## src/rtl/wb_extmem_responder.sv

```systemverilog
// wb_extmem_responder: Wishbone classic responder splitting 16-bit accesses into two 8-bit external memory phases
module wb_extmem_responder #(
    parameter int          WAIT_CYCLES = 1,
    parameter logic [15:0] ADDR_LIMIT  = 16'h8000
) (
    input  logic        i_clk,
    input  logic        i_rst_n,
    input  logic        wb_cyc,
    input  logic        wb_stb,
    input  logic        wb_we,
    input  logic [15:0] wb_adr,
    input  logic [15:0] wb_i_dat,
    input  logic [1:0]  wb_sel,
    output logic [15:0] wb_o_dat,
    output logic        wb_ack,
    output logic        wb_err,
    output logic [16:0] ext_adr,
    output logic [7:0]  ext_dat_o,
    input  logic [7:0]  ext_dat_i,
    output logic        ext_oe,
    output logic        ext_we
);
    typedef enum logic [2:0] {IDLE, LO, HI, ACK, ERR} state_t;
    state_t      state, state_n;
    logic [3:0]  cnt, cnt_n;
    logic [15:0] adr, adr_n, dat, dat_n, rd_n;
    logic        we, we_n;
    logic [1:0]  sel, sel_n;
    logic        cur_hi, nxt_hi, phase_n, lane_n;
    logic [7:0]  byte_in;
    logic [16:0] ext_adr_n;
    logic [7:0]  ext_dat_o_n;
    // next state, request latch and read capture; outputs are derived from the next state so they register in step
    always_comb begin
        state_n = state;
        cnt_n   = cnt;
        adr_n   = adr;
        dat_n   = dat;
        we_n    = we;
        sel_n   = sel;
        rd_n    = wb_o_dat;
        cur_hi  = state == HI;
        byte_in = (sel[cur_hi] && !we) ? ext_dat_i : 8'h00;
        case (state)
            IDLE: if (wb_cyc && wb_stb) begin
                if (wb_adr >= ADDR_LIMIT) state_n = ERR;
                else begin
                    adr_n   = wb_adr;
                    dat_n   = wb_i_dat;
                    we_n    = wb_we;
                    sel_n   = wb_sel;
                    cnt_n   = 4'(WAIT_CYCLES);
                    rd_n    = 16'h0000;
                    state_n = LO;
                end
            end
            LO, HI: begin
                if (!wb_cyc) state_n = IDLE;
                else if (cnt != 4'd0) cnt_n = cnt - 4'd1;
                else begin
                    cnt_n   = 4'(WAIT_CYCLES);
                    state_n = cur_hi ? ACK : HI;
                    if (cur_hi) rd_n[15:8] = byte_in;
                    else rd_n[7:0] = byte_in;
                end
            end
            default: state_n = IDLE;
        endcase
        nxt_hi      = state_n == HI;
        phase_n     = state_n == LO || nxt_hi;
        lane_n      = phase_n && sel_n[nxt_hi];
        ext_adr_n   = phase_n ? {adr_n, nxt_hi} : 17'h0;
        ext_dat_o_n = phase_n ? (nxt_hi ? dat_n[15:8] : dat_n[7:0]) : 8'h00;
    end
    // state and registered outputs, cleared asynchronously
    always_ff @(posedge i_clk or negedge i_rst_n) begin
        if (!i_rst_n) begin
            state     <= IDLE;
            cnt       <= 4'd0;
            adr       <= 16'h0;
            dat       <= 16'h0;
            we        <= 1'b0;
            sel       <= 2'b00;
            wb_o_dat  <= 16'h0;
            wb_ack    <= 1'b0;
            wb_err    <= 1'b0;
            ext_adr   <= 17'h0;
            ext_dat_o <= 8'h00;
            ext_oe    <= 1'b0;
            ext_we    <= 1'b0;
        end else begin
            state     <= state_n;
            cnt       <= cnt_n;
            adr       <= adr_n;
            dat       <= dat_n;
            we        <= we_n;
            sel       <= sel_n;
            wb_o_dat  <= rd_n;
            wb_ack    <= state_n == ACK;
            wb_err    <= state_n == ERR;
            ext_adr   <= ext_adr_n;
            ext_dat_o <= ext_dat_o_n;
            ext_oe    <= lane_n && !we_n;
            ext_we    <= lane_n && we_n;
        end
    end
endmodule

```

## config.mk

```make
export PLATFORM = sky130hd
export DESIGN_NAME = wb_extmem_responder
export DESIGN_NICKNAME = d
export VERILOG_FILES = /design/src/rtl/wb_extmem_responder.sv
export SDC_FILE = /design/constraint.sdc
export NUM_CORES = 1
export LEC_CHECK = 0
export ABC_AREA = 0
export BUFFER_PORTS_ARGS = -buffer_cell sky130_fd_sc_hd__buf_2
export CAP_MARGIN = 0
export CORE_AREA = 2 2 103 75
export CTS_CLUSTER_DIAMETER = 30
export DETAILED_ROUTE_END_ITERATION = 8
export DIE_AREA = 0 0 105 77
export HOLD_SLACK_MARGIN = 0.05
export PLACE_DENSITY = 0.77
export RECOVER_POWER = 25
export SLEW_MARGIN = 20
export SYNTH_ARGS = -nofsm -noshare
export SYNTH_HDL_FRONTEND = slang
export SYNTH_SLANG_ARGS = --single-unit
```

## constraint.sdc

```tcl
create_clock -name i_clk -period 2.2 [get_ports i_clk]
set_clock_uncertainty 0.1 [all_clocks]
set_input_delay 0.33 -clock i_clk [delete_from_list [all_inputs] [get_ports i_clk]]
set_output_delay 0.33 -clock i_clk [all_outputs]
set_load 0.05 [all_outputs]
```

==> metrics <==
vias in the first global route=2,604; Initial DRC Count=88; clk root buf=clkbuf_8; vias per cell=5.22; count of final setup violators=0; crit path max fanout=5; CP Launch Type=flop; CTS Sinks=87; r2r endpoint=ext_dat_o[3]; CTS Buf Count=9; crit path time final=2130 ps; WS Path Type=flop to flop; first-pass GRT wire length=12.3 mm; Fin Setup TNS=0 ps; Slowest-stage cell, CP=dfrtp_1; Reg clk slew, reported paths=90 ps; combined area of the multi-input logic cells=1280 um2; Leak Pwr=2.39 nW; CTS tree=built; clock tree buffer depth=2; Critical Path AT=2290 ps; GRT Util Overall=19.1%; Synth cell types=43; synth warn=0; Hold Worst Slack=86.0 ps; initial antenna violation count=0; crit path cell chain=inv_2, ha_4, or3b_4, a22oi_2, buf_6, a211oi_1, a311oi_1; actual slew at the worst max-slew pin=1060 ps; Syn-to-layout area delta=25.0%; Max transition margin=29.5%; syn nets=348; Reg2Reg Depth=7; Fill cells=589; Critical Path End Type=flop; hold_sp=wb_sel[1]; antenna cells=0; Worst setup startpoint=cnt[0]; Buf/Inv on CP=2; nets@finish=448; VDD IR max=0.513 mV; row count=26; Max-cap violations=0; Ports=92; DRT antenna net count=0; worst r2r src=cnt[0]; routability cong.=0.823; die area=8090 um2; register area=2180 um2; cell count after synthesis=299; Routed WL=7.54 mm; Port-buffer cells=91; Synth Register Bits=87; largest net degree at the start of global routing=46; Die H=77 um; fmax=0.470 GHz; share of post-route cells with drive strength above 1=36.1%; post-DP HPWL=5.09 mm; WP depth=7; Syn Area/Cell=12.0 um2; final hold viol count=0; Hold Path Depth=2; Skew-Pair Late Insertion Delay=360 ps; Pwr Density=1020 nW/um2; Remaining DRCs=0; kind of cell adding the most delay to the critical path=compound AO/OA/AOI/OAI gates; Yosys top cell area share=60.9%; top post-synthesis cells by area=dfrtp_1 61%, mux2_4 4.2%, nand2_1 4.1%; Seq/Total Area, Yosys=60.9%; critical path's largest stage delay=410 ps; Tcrit/Tclk final=96.7%; H-tree levels=3; GRT Residual Overflow=0; Hold WC Path Type=input pin to flop; Syn Std Cell Area=3580 um2; status=finished clean; vias=2,619; CP Capture Point=ext_dat_o[3]; DR WL/cell=15.0 um; Req. time, crit path=2360 ps; Die Wd=105 um; R2R Setup Slk=70 ps; core area=7090 um2; first-pass iteration count of the detailed router=4; initial core utilization=50.4%; final slew viol count=0; area leader, netlist=dfrtp_1
-- per-stage QoR --
stage	cells	cell area, um2	setup WS, ps	power, mW	utilization, %
2_1_floorplan	299	3580	264	2.95	-
3_3_place_gp	483	4180	127	3.23	59.0
3_5_place_dp	483	4180	-2.64	3.28	59.0
4_1_cts	500	4440	16.8	4.59	62.6
5_1_grt	502	4470	-6.87	4.83	63.0
6_report	502	4470	72.5	4.58	63.0
-- cells in the mapped netlist, drive strengths merged --
master,count
a2111oi,2
a211oi,8
a21o,9
a21oi,3
a22oi,1
a311oi,8
and2,1
and3,10
and4bb,1
buf,10
clkbuf,6
dfrtp,87
ha,2
inv,18
mux2,16
mux2i,2
nand2,40
nand2b,3
nand3,10
nand4,1
nor2,5
nor2b,18
nor3,1
nor3b,4
nor4,1
nor4b,1
nor4bb,2
o211ai,2
o21a,1
o21ai,3
o21ba,1
o22ai,3
o31ai,16
or2,1
or3b,1
xnor2,1
-- how the worst min path moves through the flow --
stage,endpoint,slack (ps)
2_1_floorplan,adr[0],-70
3_3_place_gp,adr[11],240
3_5_place_dp,adr[11],260
4_1_cts,sel[1],80
5_1_grt,adr[3],80
6_report,sel[1],90
-- layout by cell type, fill, tap and decap left out, types with 10 or more instances in the layout --
cell type and n:
mux2_4 10, nand3_1 10, nor2b_1 18, dfrtp_1 87
clkbuf_8 10, nand2_1 39, buf_2 91, inv_1 16
o31ai_1 16, and3_1 10
-- worst reg2reg max path, delay by kind of cell (launching register included) --
kind | cells | cell delay, ps
compound gates | 3 | 690
fa+ha+maj | 1 | 150
buf+inv | 2 | 290
flops | 1 | 410
simple gates | 1 | 390
-- where the power goes --
group | internal (mW) | switching [mW] | total (mW)
Combinational | 0.471 | 0.767 | 1.24
Sequential | 1.92 | 0.138 | 2.05
Clock | 0.692 | 0.596 | 1.29
Total | 3.08 | 1.50 | 4.58
-- logic make-up after synthesis --
kind of cell               Yosys count  synth area share [%]
muxes                               18                  6.65
DFF                                 87                  60.9
AOI/OAI and AO/OA                   57                  12.0
xor gates and xnor gates             1                 0.245
adders and majority gates            2                 0.700
buffers and inverters               34                  4.23
and+or+nand+nor                    100                  15.3
-- sequential cells by signal, indices dropped and copies added (netlist names) --
| signal | cells |
|---|---|
| adr | 16 |
| cnt | 4 |
| dat | 16 |
| ext_adr | 17 |
| ext_dat_o | 8 |
| ext_oe | 1 |
| ext_we | 1 |
| sel | 2 |
| state | 3 |
| wb_ack | 1 |
| wb_err | 1 |
| wb_o_dat | 16 |
| we | 1 |
-- cell type report --
type,instances,share of cell area (%)
well taps,98,2.74
flip-flops and latches,87,48.7
inverters,18,1.51
repair buffers,105,13.2
clock buffers,10,3.08
clock inverters,6,2.24
multi-input cells,178,28.5
-- layer usage --
layer	track usage (%)	vias to the layer above	routed length, um
li1	-	1238	-
met1	26.5	1285	3460
met2	29.0	87	3520
met3	6.29	9	472
met4	5.60	0	88
met5	0	-	0
-- timing repair --
item	CTS	global route
gates resized for setup	2	8
gates cloned	0	2
hold endpoints to repair	42	0
pin swaps	0	2
hold buffers	1	0
setup buffers	0	0
endpoints found under the setup margin	2	9
(Power assumes the default switching activity.)
